`src/rtl/game_controller_pkg.sv`:
```
// Shared constants for the game sequencer:
// state encodings, default tick counts, timer sizing.
package game_controller_pkg;

   localparam logic [2:0] S_IDLE = 3'd0;
   localparam logic [2:0] S_PLAY = 3'd1;
   localparam logic [2:0] S_RESP = 3'd2;
   localparam logic [2:0] S_WAVE = 3'd3;
   localparam logic [2:0] S_OVER = 3'd4;

   localparam int DEF_START_LIVES = 3;
   localparam int DEF_MAX_LIVES   = 9;
   localparam int DEF_MAX_SCORE   = 99;
   localparam int DEF_EXTRA_LIFE  = 50;
   localparam int DEF_RESP_TICKS  = 100;
   localparam int DEF_WAVE_TICKS  = 200;
   localparam int DEF_OVER_TICKS  = 400;

   // Timer wide enough for the largest tick count, plus one bit.
   function automatic int tmr_width(input int a, input int b,
                                    input int c);
      int m;
      m = (a > b) ? a : b;
      m = (m > c) ? m : c;
      if (m < 1) m = 1;
      return $clog2(m) + 1;
   endfunction

endpackage

```
`src/rtl/game_controller_tick_timer.sv`:
```
// Reloadable down-counter stepped by the 200 Hz tick.
// A load cycle ignores any coincident tick.
module game_controller_tick_timer #(
   parameter int W = 10
) (
   input  logic         clk,
   input  logic         arst,
   input  logic [W-1:0] load_val_i,
   input  logic         load_i,
   input  logic         tick_i,
   output logic         done_o,
   output logic         expired_o
);

   logic [W-1:0] cnt_q, cnt_d;

   // Next count: load (0 treated as 1), else step down on tick.
   always_comb begin
      cnt_d = cnt_q;
      if (load_i) begin
         cnt_d = (load_val_i == '0) ? W'(1) : load_val_i;
      end else if (tick_i && cnt_q != '0) begin
         cnt_d = cnt_q - W'(1);
      end
   end

   // Counter register.
   always_ff @(posedge clk or negedge arst) begin
      if (!arst) cnt_q <= '0;
      else       cnt_q <= cnt_d;
   end

   assign done_o    = tick_i & ~load_i & (cnt_q == W'(1));
   assign expired_o = (cnt_q == '0);

endmodule

```
`src/rtl/game_controller.sv`:
```
// Game sequencer: attract/play/respawn/wave-pause/game-over
// FSM owning lives, score and wave; gates player controls.
module game_controller
   import game_controller_pkg::*;
#(
   parameter int START_LIVES      = DEF_START_LIVES,
   parameter int MAX_LIVES        = DEF_MAX_LIVES,
   parameter int MAX_SCORE        = DEF_MAX_SCORE,
   parameter int EXTRA_LIFE_EVERY = DEF_EXTRA_LIFE,
   parameter int RESPAWN_TICKS    = DEF_RESP_TICKS,
   parameter int WAVE_TICKS       = DEF_WAVE_TICKS,
   parameter int OVER_TICKS       = DEF_OVER_TICKS
) (
   input  logic       clk,
   input  logic       arst,
   input  logic       tick,
   input  logic       shoot,
   input  logic       left,
   input  logic       right,
   input  logic       alien_hit,
   input  logic       player_hit,
   input  logic       wave_cleared,
   output logic [3:0] lives,
   output logic [6:0] score,
   output logic [3:0] wave,
   output logic       move_left,
   output logic       move_right,
   output logic       fire,
   output logic       new_wave,
   output logic       respawn,
   output logic       invuln,
   output logic       game_over
);

   localparam int TW = tmr_width(RESPAWN_TICKS, WAVE_TICKS,
                                 OVER_TICKS);

   localparam logic [3:0]    START_L = START_LIVES[3:0];
   localparam logic [3:0]    MAX_L   = MAX_LIVES[3:0];
   localparam logic [6:0]    MAX_S   = MAX_SCORE[6:0];
   localparam logic [6:0]    EL      = EXTRA_LIFE_EVERY[6:0];
   localparam logic [TW-1:0] RSP_T   = TW'(RESPAWN_TICKS);
   localparam logic [TW-1:0] WAV_T   = TW'(WAVE_TICKS);
   localparam logic [TW-1:0] OVR_T   = TW'(OVER_TICKS);

   logic [2:0]    state_q, state_d;
   logic [3:0]    lives_q, lives_d;
   logic [6:0]    score_q, score_d;
   logic [3:0]    wave_q, wave_d;
   logic          nw_q, nw_d;
   logic          rs_q, rs_d;
   logic          inv_q, go_q;
   logic          t_load;
   logic [TW-1:0] t_val;
   logic          t_done, t_exp;
   logic [3:0]    lives_t;
   logic [6:0]    score_inc;
   logic          award, dead, active;

   game_controller_tick_timer #(.W(TW)) u_timer (
      .clk        (clk),
      .arst       (arst),
      .load_val_i (t_val),
      .load_i     (t_load),
      .tick_i     (tick),
      .done_o     (t_done),
      .expired_o  (t_exp)
   );

   assign score_inc = score_q + 7'd1;
   assign award     = (score_inc % EL) == 7'd0;

   // FSM next state, counter updates and timer reloads.
   always_comb begin
      state_d = state_q;
      lives_d = lives_q;
      score_d = score_q;
      wave_d  = wave_q;
      nw_d    = 1'b0;
      rs_d    = 1'b0;
      t_load  = 1'b0;
      t_val   = '0;
      lives_t = lives_q;
      dead    = 1'b0;
      unique case (state_q)
         S_IDLE: begin
            if (shoot) begin
               state_d = S_PLAY;
               lives_d = START_L;
               score_d = 7'd0;
               wave_d  = 4'd1;
               nw_d    = 1'b1;
               rs_d    = 1'b1;
            end
         end
         S_PLAY, S_RESP: begin
            if (alien_hit && score_q < MAX_S) begin
               score_d = score_inc;
               if (award && lives_t < MAX_L)
                  lives_t = lives_t + 4'd1;
            end
            if (state_q == S_PLAY && player_hit) begin
               lives_t = lives_t - 4'd1;
               if (lives_t == 4'd0) begin
                  dead    = 1'b1;
                  state_d = S_OVER;
                  t_load  = 1'b1;
                  t_val   = OVR_T;
               end else begin
                  state_d = S_RESP;
                  t_load  = 1'b1;
                  t_val   = RSP_T;
                  rs_d    = 1'b1;
               end
            end
            if (wave_cleared) begin
               if (wave_q != 4'd15) wave_d = wave_q + 4'd1;
               if (!dead) begin
                  state_d = S_WAVE;
                  t_load  = 1'b1;
                  t_val   = WAV_T;
               end
            end else if (state_q == S_RESP && t_done) begin
               state_d = S_PLAY;
            end
            lives_d = lives_t;
         end
         S_WAVE: begin
            if (t_done) begin
               state_d = S_PLAY;
               nw_d    = 1'b1;
            end
         end
         S_OVER: begin
            lives_d = 4'd0;
            if (shoot && t_exp) state_d = S_IDLE;
         end
         default: state_d = S_IDLE;
      endcase
   end

   // State, counters and registered status outputs.
   always_ff @(posedge clk or negedge arst) begin
      if (!arst) begin
         state_q <= S_IDLE;
         lives_q <= START_L;
         score_q <= 7'd0;
         wave_q  <= 4'd0;
         nw_q    <= 1'b0;
         rs_q    <= 1'b0;
         inv_q   <= 1'b0;
         go_q    <= 1'b0;
      end else begin
         state_q <= state_d;
         lives_q <= lives_d;
         score_q <= score_d;
         wave_q  <= wave_d;
         nw_q    <= nw_d;
         rs_q    <= rs_d;
         inv_q   <= (state_d == S_RESP);
         go_q    <= (state_d == S_OVER);
      end
   end

   assign active     = (state_q == S_PLAY) | (state_q == S_RESP);
   assign fire       = active & shoot;
   assign move_left  = active & left & ~right;
   assign move_right = active & right & ~left;

   assign lives     = lives_q;
   assign score     = score_q;
   assign wave      = wave_q;
   assign new_wave  = nw_q;
   assign respawn   = rs_q;
   assign invuln    = inv_q;
   assign game_over = go_q;

endmodule
```
`config.mk`:
```
export PLATFORM = sky130hd
export DESIGN_NAME = game_controller
export DESIGN_NICKNAME = d
export VERILOG_FILES = /design/src/rtl/game_controller_pkg.sv /design/src/rtl/game_controller_tick_timer.sv /design/src/rtl/game_controller.sv
export SDC_FILE = /design/constraint.sdc
export NUM_CORES = 1
export LEC_CHECK = 0
export BUFFER_PORTS_ARGS = -buffer_cell sky130_fd_sc_hd__buf_4
export CAP_MARGIN = 0
export CORE_ASPECT_RATIO = 0.8
export CORE_MARGIN = 3
export CORE_UTILIZATION = 53
export CTS_CLUSTER_SIZE = 28
export DETAILED_ROUTE_END_ITERATION = 8
export GPL_TIMING_DRIVEN = 0
export PLACE_DENSITY = 0.78
export SLEW_MARGIN = 20
export SYNTH_ARGS = -nofsm -noshare
export SYNTH_HDL_FRONTEND = slang
export SYNTH_SLANG_ARGS = --single-unit
```
`constraint.sdc`:
```
create_clock -name clk -period 4 [get_ports clk]
set_input_delay 0.6 -clock clk [delete_from_list [all_inputs] [get_ports clk]]
set_output_delay 0.6 -clock clk [all_outputs]
set_load 0.005 [all_outputs]
```
After elaboration in Yosys (flattened, before gate mapping)
Index checks and enable logic that the tools add are counted.
{"block": "word_totals", "ff_bits": 32, "latchBits": 0, "ram_bits": 0, "mem_bits_ro": 0, "inputBits": 9, "out_inout_bits": 22, "word_cells": 102, "n_memories": 0}
{"block": "op_classes", "add_sub_neg": 5, "mul": 0, "div": 1, "magnitude_cmp": 2, "eq_ne": 12, "shift": 0, "mux": 43, "n_bitwise": 11, "n_reduce_logical": 19}
{"operator": "$mux W10", "n": 6}
{"operator": "$mux W4", "n": 8}
{"operator": "$mux W3", "n": 8}
{"operator": "$logic_not A10 Y1", "n": 2}
{"operator": "$mux W9", "n": 2}
{"operator": "$mux W7", "n": 2}
{"operator": "$pmux W7 S2", "n": 1}
{"operator": "$pmux W3 S4", "n": 1}
{"operator": "$pmux W4 S3", "n": 1}
{"operator": "$mux W1", "n": 11}
{"operator": "$eq A10 B1 Y1 const B", "n": 1}
{"operator": "$reduce_bool A10 Y1", "n": 1}
{"operator": "$sub A10 B1 Y10 const B", "n": 1}
{"operator": "$eq A3 B2 Y1 const B", "n": 3}
{"operator": "$add A4 B1 Y4 const B", "n": 2}
{"operator": "$ne A2 B2 Y1 const B", "n": 4}
{"operator": "$pmux W4 S2", "n": 1}
{"operator": "$add A7 B1 Y7 const B", "n": 1}
{"operator": "$and A1 B1 Y1", "n": 7}
{"operator": "$logic_not A7 Y1", "n": 1}
{"operator": "$lt A7 B7 Y1 const B", "n": 1}
{"operator": "$mod A7 B6 Y7 const B", "n": 1}
{"operator": "$eq A3 B3 Y1 const B", "n": 2}
{"operator": "$logic_and A1 B1 Y1", "n": 6}
{"operator": "15 further kinds", "n": 19}

Depth between registers and ports, before layout
{"block": "depth", "depth_word": 23, "mapped_depth": 22}

By module
Synthesis repeated with hierarchy kept, for this count alone.
{"block": "unflattened", "cells_unflattened": 351, "hier_area_um2": 2930.3}
{"mod": "game_controller", "instances": 1, "cells_per_inst": 273, "area_per_inst_um2": 2218.4}
{"mod": "game_controller_tick_timer", "instances": 1, "cells_per_inst": 78, "area_per_inst_um2": 711.9}

Worst setup path before layout
Ideal clock, no wire load.
{"block": "synth_path", "path_type": "register to register", "startpoint": "register score_q[0], in the netlist score[0]", "endpoint": "register state_q[0]", "arrival_ps": 4322, "slack_ps": -458, "stages_incl_launch_ff": 22, "path_buffers": 1, "period_less_slack_ps": 4458, "path_cell_list": "dfrtp_1 -> ha_1 -> buf_2 -> xor2_1 -> ha_1 -> a21o_1 -> a21oi_1 -> o21a_1 -> nor3_1 -> or2_2 -> ha_1 -> nor2_1 -> a221o_1 -> a31oi_1 -> nand4b_2 -> a21oi_4 -> mux2i_1 -> ha_1 -> nor2b_1 -> o2111ai_4 -> a21oi_4 -> a211oi_1"}
{"block": "synth_via", "elab_chain_len": 22}
{"element": "start, declared", "line_no": "game_controller.sv:48", "text": "logic [6:0] score_q, score_d;"}
{"element": "start signal, assigned", "line_no": "game_controller.sv:156", "text": "score_q <= score_d;"}
{"element": "$add A7 B1 Y7", "line_no": "game_controller.sv:70", "text": "assign score_inc = score_q + 7'd1;"}
{"element": "$mod A7 B6 Y7", "line_no": "game_controller.sv:71", "text": "assign award = (score_inc % EL) == 7'd0;"}
{"element": "$logic_not A7 Y1", "line_no": "game_controller.sv:71"}
{"element": "$logic_and A1 B1 Y1", "line_no": "game_controller.sv:99", "text": "if (award && lives_t < MAX_L)"}
{"element": "$mux W4", "line_no": "game_controller.sv:99"}
{"element": "$mux W4 (*)", "line_no": "game_controller.sv:97", "text": "if (alien_hit && score_q < MAX_S) begin"}
{"element": "$mux W4 (*)", "line_no": "game_controller.sv:85", "text": "unique case (state_q)"}
{"element": "$sub A4 B1 Y4 (*)", "line_no": "game_controller.sv:103", "text": "lives_t = lives_t - 4'd1;"}
{"element": "[6 not listed]"}
{"element": "$mux W1", "line_no": "game_controller.sv:85"}
{"element": "$not A1 Y1", "line_no": "game_controller_tick_timer.sv:33", "text": "assign done_o = tick_i & ~load_i & (cnt_q == W'(1));"}
{"element": "$and A1 B1 Y1 (2 in a row)", "line_no": "game_controller_tick_timer.sv:33"}
{"element": "$logic_and A1 B1 Y1", "line_no": "game_controller.sv:123", "text": "end else if (state_q == S_RESP && t_done) begin"}
{"element": "$mux W3", "line_no": "game_controller.sv:123"}
{"element": "$mux W3", "line_no": "game_controller.sv:116", "text": "if (wave_cleared) begin"}
{"element": "$pmux W3 S4 (*)", "line_no": "game_controller.sv:85"}
{"element": "net state_d[0]", "line_no": "game_controller.sv:46", "text": "logic [2:0] state_q, state_d;"}
{"element": "end signal, assigned", "line_no": "game_controller.sv:154", "text": "state_q <= state_d;"}
{"element": "end, declared", "line_no": "game_controller.sv:46"}
The timed path passes the listed nets; every way through them passes the cells marked *. The select of a mux whose other input is x is not followed.
A chain may end at the register's enable or synchronous reset.

Worst setup path after layout
{"block": "layout_path", "startpoint": "register score_q[1], in the netlist score[1]", "endpoint": "register go_q, in the netlist game_over"}
{"block": "layout_via", "elab_chain_len": 23}
{"element": "$add A7 B1 Y7", "line_no": "game_controller.sv:70"}
{"element": "$mod A7 B6 Y7", "line_no": "game_controller.sv:71"}
{"element": "$logic_not A7 Y1", "line_no": "game_controller.sv:71"}
{"element": "$logic_and A1 B1 Y1", "line_no": "game_controller.sv:99"}
{"element": "$mux W4", "line_no": "game_controller.sv:99"}
{"element": "$mux W4 (*)", "line_no": "game_controller.sv:97"}
{"element": "$mux W4 (*)", "line_no": "game_controller.sv:85"}
{"element": "$sub A4 B1 Y4 (*)", "line_no": "game_controller.sv:103"}
{"element": "[6 not listed]"}
{"element": "$mux W1", "line_no": "game_controller.sv:85"}
{"element": "$not A1 Y1", "line_no": "game_controller_tick_timer.sv:33"}
{"element": "$and A1 B1 Y1 (2 in a row)", "line_no": "game_controller_tick_timer.sv:33"}
{"element": "$logic_and A1 B1 Y1", "line_no": "game_controller.sv:123"}
{"element": "$mux W3", "line_no": "game_controller.sv:123"}
{"element": "$mux W3", "line_no": "game_controller.sv:116"}
{"element": "$pmux W3 S4 (*)", "line_no": "game_controller.sv:85"}
{"element": "$eq A3 B3 Y1 (*)", "line_no": "game_controller.sv:161", "text": "go_q <= (state_d == S_OVER);"}
{"element": "end signal, assigned", "line_no": "game_controller.sv:161"}
{"element": "end, declared", "line_no": "game_controller.sv:52", "text": "logic inv_q, go_q;"}
Mark *: on every way between the ends. The rest lies on a longest branch, timed or not. The select of a mux whose other input is x is not followed.

==> metrics <==
GRT Residual Overflow 0; reg2reg setup slack -380 ps; drt wl/cell 16.8 microns; Die Span Y 67.9 microns; Global Route Usage Sum 24.5%; final wirelength 6760 microns; Post-Syn Area 0.00254 sq mm; Power, Total 2.54 mW; residual DRC count 0; Fin Clk Skew 1.93 ps; Syn Area/Cell 8.84 sq um; Clock Pin Slew Worst Setup and Hold Paths 70 ps; mux contribution to synthesized area 2.66%; Post-synth EDFFs 0; diodes inserted 0; Fin. Hold Viols 0; layout cells sized above 1 33.0%; min Tclk post-route 4380 ps; Worst Path Arrival 4610 ps; post-synthesis async set-or-reset flop share 100%; CP endpoint kind flip-flop; CP max stage delay 440 ps; CP bufs+invs 1; drt via density 6.09; I/O Buffers 29; H-Tree Depth 2; reg2reg end game_over$_DFF_PN0_; placed insts 373; Area growth syn-to-layout 31.7%; Gate Count Post-Synth 287; Starting Density 57.8%; largest net degree at the start of global routing 33; LEAKAGE 1.45 nW; Hold WC Path Type input port to asynchronous set/reset pin; Synth Area in Compound Gates 23.9%; r2r startpoint score[1]$_DFFE_PN0P_; IO Count 31; pwr dens 760 mW/mm^2; Synth Area in XOR/XNOR 6.22%; Syn. warnings 0; first-pass GRT wire length 10900 microns; Yosys top cell area share 29.6%; Core ar. 0.00439 sq mm; crit share post-route 109%; most instantiated cells after synthesis 30 x dfrtp_1, 30 x nor2_1, 22 x nand2_1; CP Class flip-flop to flip-flop; hold_ws 229 ps; RSZ-0062 raised after global routing true; total iterations of the first detailed-routing run 5; Design Area, Final 0.00334 sq mm; Peak VDD IR 0.499 mV; CTS tree done; die area 0.00566 sq mm; nets@finish 366; failing checks setup timing; Synth area leader dfrtp_1; initial antenna violation count 0; cell family with most CP delay compound AO/OA/AOI/OAI gates; TritonCTS Buffers 5; root buffer cell clkbuf_8; Final Non-Filler Cells 402; Placed Area 0.00292 sq mm; antenna-violating nets left 0; clock sink count 32; routability cong. 0.912; Post-Synth Adder-Cell Area 6.41%; CP startpoint kind flip-flop; Final WS setup -377 ps; status finished with violations; largest family of logic cells by synthesized area simple AND/OR/NAND/NOR gates; Max Fclk 228 MHz; worst-margin pin slew 930 ps; Max-cap violations 0; stages on the worst setup path 21; simple-gate share of the synthesized area 24.2%; Clock Path Buffers 2; CP Data Required Time 4240 ps; Iteration-0 DRC Markers 261; routed vias 2447; Seq cells post-synth 32; Area contributors post-synth dfrtp_1 30%, ha_1 6.4%, nor2_1 4.4%; CP max FO 7; Slew Limit Headroom 38.0%; crit path max-delay cell type dfrtp_2; sequential-to-total area share from yosys stat 31.7%; critical-path cell list ha_4, buf_8, xor2_4, ha_4, a21o_1, a21oi_4, o21ai_2, a21oi_1, or2_4, ha_4, nor2_2, a221o_1, a31oi_1, nand4b_2, a21oi_4, mux2i_4, ha_2, nor2b_4, o2111ai_4, a21oi_4, o22a_1; Final setup violation count 14; Synth cell types 70; die width 83.3 microns; Rows 21; worst reg2reg path depth 21; DP HPWL 4660 microns; Worst-Skew Late Latency 300 ps; vias in the first global route 2206; fillers 325; most used flip-flop cell after synthesis dfrtp_1; post-synthesis net count 309; Slew Viols, Final 0
-- metal layers --
layer / track usage (%) / vias up / wire, microns
met1: 35.7 / 1190 / 3310
met3: 3.37 / 8 / 377
met2: 37.4 / 81 / 2980
li1: - / 1168 / -
met5: 0 / - / 0
met4: 9.18 / 0 / 94
-- power by group --
| group | switching, mW | internal, mW | leakage (nW) |
|---|---|---|---|
| sequential | 0.109 | 0.448 | 0.399 |
| combinational | 0.897 | 0.768 | 0.994 |
| clock | 0.132 | 0.184 | 0.0541 |
-- sequential cells by signal (all words and copies together) (netlist names) --
register	flops
game_over	1
invuln	1
lives	4
new_wave	1
respawn	1
score	7
state_q	3
u_timer.cnt_q	10
wave	4
-- cell type report --
cell class / instances / area, sq um / area share, %
Buffer: 13 / 100 / 3.00
Clock buffer: 5 / 68.8 / 2.06
Clock inverter: 3 / 42.5 / 1.27
Inverter: 11 / 41.3 / 1.24
Multi-Input combinational cell: 231 / 1820 / 54.5
Sequential cell: 32 / 807 / 24.2
Tap cell: 57 / 71.3 / 2.13
Timing Repair Buffer: 50 / 390 / 11.7
-- per-stage QoR --
| step | setup TNS, ps | setup WS, ps | utilization (%) |
|---|---|---|---|
| after floorplan | -1550 | -163 | - |
| after global placement | -9620 | -727 | 66.6 |
| after detailed placement | -9970 | -769 | 66.6 |
| after CTS | -4360 | -371 | 73.4 |
| after global routing | -8280 | -633 | 76.1 |
| final | -4410 | -377 | 76.1 |
-- how the worst max path moves through the flow --
stage,from,end,slack [ps]
2_1_floorplan,score[0]$_DFFE_PN0P_,state_q[0]$_DFF_PN0_,-160
3_3_place_gp,score[2]$_DFFE_PN0P_,state_q[0]$_DFF_PN0_,-730
3_5_place_dp,score[2]$_DFFE_PN0P_,state_q[0]$_DFF_PN0_,-770
4_1_cts,score[0]$_DFFE_PN0P_,state_q[0]$_DFF_PN0_,-370
5_1_grt,score[0]$_DFFE_PN0P_,state_q[0]$_DFF_PN0_,-630
6_report,score[1]$_DFFE_PN0P_,game_over$_DFF_PN0_,-380
-- cells by family (layout without fill, tap and decap cells) --
| kind of cell | after synthesis | after routing |
|---|---|---|
| multiplexers | 6 | 6 |
| XOR/XNOR | 18 | 18 |
| AND/OR/NAND/NOR | 112 | 112 |
| adder cells (fa/ha/maj) | 13 | 13 |
| buffers and inverters | 24 | 82 |
| AO/OA/AOI/OAI | 82 | 82 |
| flip-flops | 32 | 32 |
-- cells in the final DEF (no fill, tap or decap), types with 7 or more instances in the layout --
cell	n
buf_4	46
nor2_1	29
dfrtp_1	27
nand2_1	20
o21ai_0	17
a21oi_1	13
inv_1	11
nand3_1	11
xnor2_1	8
a31oi_1	8
clkbuf_8	7
nor3_1	7
xor2_1	7
ha_1	7
-- repair_timing --
| item | CTS | global route |
|---|---|---|
| gates resized for setup | 11 | 14 |
| buffers inserted | 18 | 3 |
| hold endpoints to repair | 0 | 0 |
| pin swaps | 15 | 19 |
| hold buffers | 0 | 0 |
| endpoints found under the setup margin | 16 | 17 |
No activity file was read; power rests on OpenSTA's default activity.
